`src/rtl/ccff_loader_pkg.sv`:
```
// ccff_loader_pkg: loader state type and CRC-16-CCITT helpers shared by the chain loader.
package ccff_loader_pkg;
    typedef enum logic [1:0] {IDLE, LOAD, RELEASE, DONE} state_t;
    localparam logic [15:0] CRC_POLY = 16'h1021;
    localparam logic [15:0] CRC_INIT = 16'hFFFF;
    function automatic logic [15:0] crc_next(input logic [15:0] crc, input logic din);
        return {crc[14:0], 1'b0} ^ ((crc[15] ^ din) ? CRC_POLY : 16'h0000);
    endfunction
endpackage

```
`src/rtl/ccff_crc16.sv`:
```
// ccff_crc16: bit-serial CRC-16-CCITT register; clr restarts it at CRC_INIT for a new load.
module ccff_crc16
    import ccff_loader_pkg::*;
(
    input  logic        clk,
    input  logic        rst,
    input  logic        clr,
    input  logic        en,
    input  logic        din,
    output logic [15:0] crc
);
    always_ff @(posedge clk or posedge rst)
        if (rst) crc <= CRC_INIT;
        else if (clr) crc <= CRC_INIT;
        else if (en) crc <= crc_next(crc, din);
endmodule

```
`src/rtl/ccff_chain_loader.sv`:
```
// ccff_chain_loader: serialises stream words LSB-first into the ccff chain head and holds I/O isolated until done.
// Define CCFF_CRC_EN to check a CRC-16 of the shifted stream against exp_crc before releasing isolation.
module ccff_chain_loader
    import ccff_loader_pkg::*;
#(
    parameter int WORD_W = 32,
    parameter int LEN_W  = 20
) (
    input  logic              prog_clk,
    input  logic              prog_reset,
    input  logic              start,
    input  logic              abort,
    input  logic [LEN_W-1:0]  chain_len,
    input  logic              cfg_valid,
    output logic              cfg_ready,
    input  logic [WORD_W-1:0] cfg_data,
    input  logic [15:0]       exp_crc,
    output logic              ccff_head,
    output logic              ccff_shift,
    output logic              isol_n,
    output logic              busy,
    output logic              done,
    output logic              err,
    output logic [15:0]       cfg_crc
);
    localparam int BL_W = $clog2(WORD_W + 1);
    state_t            state;
    logic [WORD_W-1:0] sreg;
    logic [BL_W-1:0]   bits_left;
    logic [LEN_W-1:0]  len, bit_cnt;
    logic              in_load, last_shift, accept, launch, crc_bad;
    // The final shift withholds cfg_ready so no word is taken only to be discarded.
    always_comb begin
        in_load    = state == LOAD && !abort;
        ccff_shift = in_load && bits_left != '0;
        ccff_head  = sreg[0];
        last_shift = ccff_shift && bit_cnt + LEN_W'(1) == len;
        cfg_ready  = in_load && (bits_left == '0 || (bits_left == BL_W'(1) && ccff_shift && !last_shift));
        accept     = cfg_valid && cfg_ready;
        launch     = start && (state == IDLE || state == DONE);
    end
`ifdef CCFF_CRC_EN
    ccff_crc16 u_crc (
        .clk (prog_clk),
        .rst (prog_reset),
        .clr (launch),
        .en  (ccff_shift),
        .din (ccff_head),
        .crc (cfg_crc)
    );
    assign crc_bad = cfg_crc != exp_crc;
`else
    logic unused_exp_crc;
    assign unused_exp_crc = ^exp_crc;
    assign cfg_crc = '0;
    assign crc_bad = 1'b0;
`endif
    always_ff @(posedge prog_clk or posedge prog_reset)
        if (prog_reset) begin
            state     <= IDLE;
            sreg      <= '0;
            bits_left <= '0;
            len       <= '0;
            bit_cnt   <= '0;
            isol_n    <= 1'b0;
            busy      <= 1'b0;
            done      <= 1'b0;
            err       <= 1'b0;
        end else begin
            case (state)
                IDLE, DONE: if (start) begin
                    len       <= chain_len;
                    bit_cnt   <= '0;
                    bits_left <= '0;
                    done      <= 1'b0;
                    err       <= 1'b0;
                    isol_n    <= 1'b0;
                    busy      <= 1'b1;
                    state     <= chain_len == '0 ? RELEASE : LOAD;
                end
                LOAD: if (abort) begin
                    err   <= 1'b1;
                    busy  <= 1'b0;
                    state <= IDLE;
                end else begin
                    if (ccff_shift) bit_cnt <= bit_cnt + LEN_W'(1);
                    if (last_shift) begin
                        bits_left <= '0;
                        state     <= RELEASE;
                    end else if (accept) begin
                        sreg      <= cfg_data;
                        bits_left <= BL_W'(WORD_W);
                    end else if (ccff_shift) begin
                        sreg      <= sreg >> 1;
                        bits_left <= bits_left - BL_W'(1);
                    end
                end
                RELEASE: begin
                    state  <= DONE;
                    busy   <= 1'b0;
                    done   <= 1'b1;
                    err    <= crc_bad;
                    isol_n <= !crc_bad;
                end
                default: state <= IDLE;
            endcase
        end
endmodule

```
`config.mk`:
```
export PLATFORM = sky130hd
export DESIGN_NAME = ccff_chain_loader
export DESIGN_NICKNAME = d
export VERILOG_FILES = /design/src/rtl/ccff_loader_pkg.sv /design/src/rtl/ccff_crc16.sv /design/src/rtl/ccff_chain_loader.sv
export SDC_FILE = /design/constraint.sdc
export NUM_CORES = 1
export LEC_CHECK = 0
export BUFFER_PORTS_ARGS = -buffer_cell sky130_fd_sc_hd__buf_2
export CELL_PAD_IN_SITES_DETAIL_PLACEMENT = 0
export CELL_PAD_IN_SITES_GLOBAL_PLACEMENT = 1
export CORE_MARGIN = 2
export CORE_UTILIZATION = 43
export CTS_CLUSTER_SIZE = 25
export DETAILED_ROUTE_END_ITERATION = 6
export GPL_TIMING_DRIVEN = 0
export PLACE_DENSITY_LB_ADDON = 0.1
export REMOVE_ABC_BUFFERS = 1
export SLEW_MARGIN = 25
export SYNTH_ARGS = -nofsm -noshare
export SYNTH_HDL_FRONTEND = slang
export SYNTH_SLANG_ARGS = --single-unit
```
`constraint.sdc`:
```
create_clock -name prog_clk -period 4.3 [get_ports prog_clk]
set_input_delay 0.645 -clock prog_clk [delete_from_list [all_inputs] [get_ports prog_clk]]
set_output_delay 0.645 -clock prog_clk [all_outputs]
set_load 0.005 [all_outputs]
```
==> key figures <==
Routing
  – Detailed Route Iter0 Violations: 208
  – Final routed DRC violation total: 0
  – First-pass DRT Iterations: 4
  – Routed len/inst: 16.6 um
  – Number of nets with antenna violations after detailed routing: 0
  – Vias per std cell: 5.51
  – Vias after detailed routing: 3,647
  – Routed Wire Length: 11,000 um

Clocking
  – Insertion delay to the later sink of the worst-skew pair: 350 ps
  – TritonCTS clock tree: yes
  – Clock slew at the register clock pins of the worst setup and hold paths: 70 ps
  – CTS Buf Count: 9
  – Total of cells resized after clock tree synthesis: 0
  – Quantity of hold-fixing buffers added after cts: 0
  – Total setup buffers inserted after CTS: 0
  – Clock H-tree levels: 3
  – Maximum number of buffers from clock root to sink: 2
  – Root buffer selected by CTS: clkbuf_16
  – Clock sinks: 83

Floorplanning
  – Die H: 111 um
  – # IOs: 96
  – Floorplan die width: 111 um
  – Core region area: 11,300 um2
  – Total Die Area: 12,400 um2
  – Initial Utilization: 0.436
  – Total number of placement rows: 39

Layout
  – Total inserted antenna cells: 0
  – Nets: 594
  – Area growth, synth to finish: 13.8%
  – Fin cells: 662
  – Cell area after layout: 5620 um2
  – Fraction of final layout cells sized beyond drive strength 1: 0.287

Placement
  – Inst Count DP: 646
  – Number of input and output port buffers inserted: 63
  – Half-perimeter wire length after placement: 7880 um
  – Placement-stage worst setup slack: 524 ps
  – Placed cell area: 5320 um2
  – Placer congestion estimate: 0.788

Hold path
  – Path category of the worst min-delay check: primary input to async pin

Worst setup path
  – Launching element type of the critical path: flip-flop
  – Crit path kind: flip-flop to output port
  – Arrival time at the worst endpoint: 3350 ps
  – Maximum fanout along the worst path: 11
  – Flop2flop setup slack: 620 ps
  – Startpoint of the lowest-slack register-to-register path: bit_cnt[0]
  – CP Data Required Time: 3650 ps
  – Crit end category: output port
  – Depth of the worst register-to-register path: 10
  – Worst flop-to-flop path endpoint: sreg[24]

Power and ir drop
  – Final total power: 0.00328 W
  – Maximum ir drop on the vdd rail: 303 uV
  – Internal portion of total power: 0.00213 W
  – Leakage power figure: 2.56 nW
  – Power per cell area: 583 nW/um2
  – Switching part of the total power: 0.351
  – Fraction of power consumed by the clock network: 0.243
  – Net switching power of the design: 0.00115 W
  – Logic gate share of total power: 0.389
  – Share of power burned in registers: 0.368

Synthesis
  – Cell types with the largest area share after synthesis: dfrtp_1 (42%), mux2_2 (10%), mux2_1 (6.4%)
  – Fraction of synthesis flops using an asynchronous set or reset pin: 1.00
  – Proportion of netlist area held by the largest area contributor: 0.421
  – Share of the yosys chip area belonging to registers: 0.421
  – Post-synth top cells: dfrtp_1 (83), mux2_2 (46), o21ai_0 (32), mux2_1 (28), nand2_1 (26)
  – Cell variety after synth: 53
  – Per-instance average area after synthesis: 10.6 um2
  – Leading cell type by number of instances after synthesis: dfrtp_1
  – Mapped cell area: 4940 um2
  – Post-synthesis register bit count: 83
  – Synth Warn #: 0
  – Top FF cell, synth: dfrtp_1
  – Number of flops mapped to enable cells by yosys: 0
  – Cell type with the highest aggregate area in the netlist: dfrtp_1
  – Synth Instances: 466

STA
  – Final setup margin: 307 ps
  – Final period demand of the worst path: 3990 ps
  – Final worst path period share: 0.928
  – Max Fclk: 250 MHz
  – Transition time at the pin with the least slew margin: 1010 ps
  – Number of hold violations in the final report: 0
  – Relative max-transition margin: 0.326
  – Final setup skew: 7.25 ps
  – Final Max Tran Viols: 0
  – Number of endpoints failing setup at the final stage: 0
  – Unrepaired setup endpoints after global routing: no
  – Worst hold margin: 237 ps

Global route
  – Global-route met3 utilization: 0.0426
  – Met2 Usage GRT: 0.311
  – Global-route wire length before repair: 18,500 um
  – Total routing resource utilization after global routing: 0.188
  – Met1 Resource Use GR: 0.238
  – Antenna violations before repair: 0
  – Via count of the first global-routing pass: 3,703
  – Largest net degree at the start of global routing: 63
  – Total overflow reported by the global router: 0
  – GRT busiest layer: met2

Run
  – Max-cap violations: 0

Run status
  – Status: complete, no violations
power by group through the flow:
| stage | logic (W) | clock network [W] | registers [W] |
|---|---|---|---|
| 2_1_floorplan | 0.000971 | 0 | 0.00116 |
| 5_1_grt | 0.00143 | 0.000846 | 0.00124 |
| 6_report | 0.00128 | 0.000796 | 0.00120 |
| 4_1_cts | 0.00130 | 0.000821 | 0.00121 |
| 3_5_place_dp | 0.00129 | 0 | 0.00122 |
| 3_3_place_gp | 0.00123 | 0 | 0.00121 |
layout make-up:
type	instances	area, um2
inverter	12	50.0
clock buffer	9	225
fill	1063	5700
sequential	83	2080
multi-input combinational	341	2610
timing repair buffer	67	402
clock inverter	7	76.3
tap	143	179
sequential cells by signal, indices dropped and copies added (netlist names):
signal / flops
bits_left: 6
bit_cnt: 20
done: 1
busy: 1
state: 2
err: 1
sreg: 32
len: 20
cells by family (layout without fill, tap and decap cells):
| group | Yosys count | count (layout) | synth area share |
|---|---|---|---|
| and+or+nand+nor | 114 | 114 | 0.129 |
| AOI/OAI and AO/OA | 93 | 93 | 0.123 |
| muxes | 83 | 83 | 0.194 |
| DFF | 83 | 83 | 0.421 |
| buffers and inverters | 57 | 95 | 0.0654 |
| xor gates and xnor gates | 28 | 28 | 0.0497 |
| adders and majority gates | 7 | 7 | 0.0177 |
| other | 1 | 16 | 0.000759 |
metrics by stage:
| step | utilization | setup TNS, ps |
|---|---|---|
| final | 0.496 | 0 |
| after CTS | 0.496 | 0 |
| after global routing | 0.496 | 0 |
| after detailed placement | 0.469 | 0 |
| after global placement | 0.460 | -341 |
| after floorplan | - | 0 |
worst max path at each step:
stage | from | end | slack (ps) | depth (start not counted)
after floorplan | bit_cnt[0] | sreg[24] | 730 | 9
after global placement | bit_cnt[0] | sreg[24] | -60 | 9
after global routing | bit_cnt[0] | cfg_ready | 70 | 10
after detailed placement | bit_cnt[0] | cfg_ready | 520 | 10
after CTS | bit_cnt[0] | cfg_ready | 130 | 10
final | bit_cnt[0] | cfg_ready | 310 | 10
worst max-delay path, cell delays in order, from the launching register on:
cell       delay (ps)
dfrtp_1           480
ha_1              330
and3_2            310
nand4_4           170
a21oi_1           100
or3b_1            400
a2111oi_4         520
nand2_2           270
a21oi_1           210
nor4_1             70
buf_2             130
metal layers:
metal | vias to the layer above | routed length (um)
met5 | - | 0
met4 | 0 | 199
met3 | 15 | 544
met2 | 84 | 5250
met1 | 1771 | 5010
li1 | 1777 | -
layout by cell type (no fill, tap or decap), drive strengths merged, types with 10 or more instances in the layout:
| cell | Yosys | routed |
|---|---|---|
| a21oi | 17 | 17 |
| a31oi | 12 | 12 |
| buf | 33 | 67 |
| conb | 1 | 16 |
| dfrtp | 83 | 83 |
| inv | 12 | 14 |
| mux2 | 81 | 81 |
| nand2 | 26 | 26 |
| nand3 | 10 | 10 |
| nor2 | 21 | 21 |
| nor4 | 10 | 10 |
| o21ai | 32 | 32 |
| xnor2 | 15 | 15 |
| xor2 | 13 | 13 |
(Power assumes the default switching activity.)
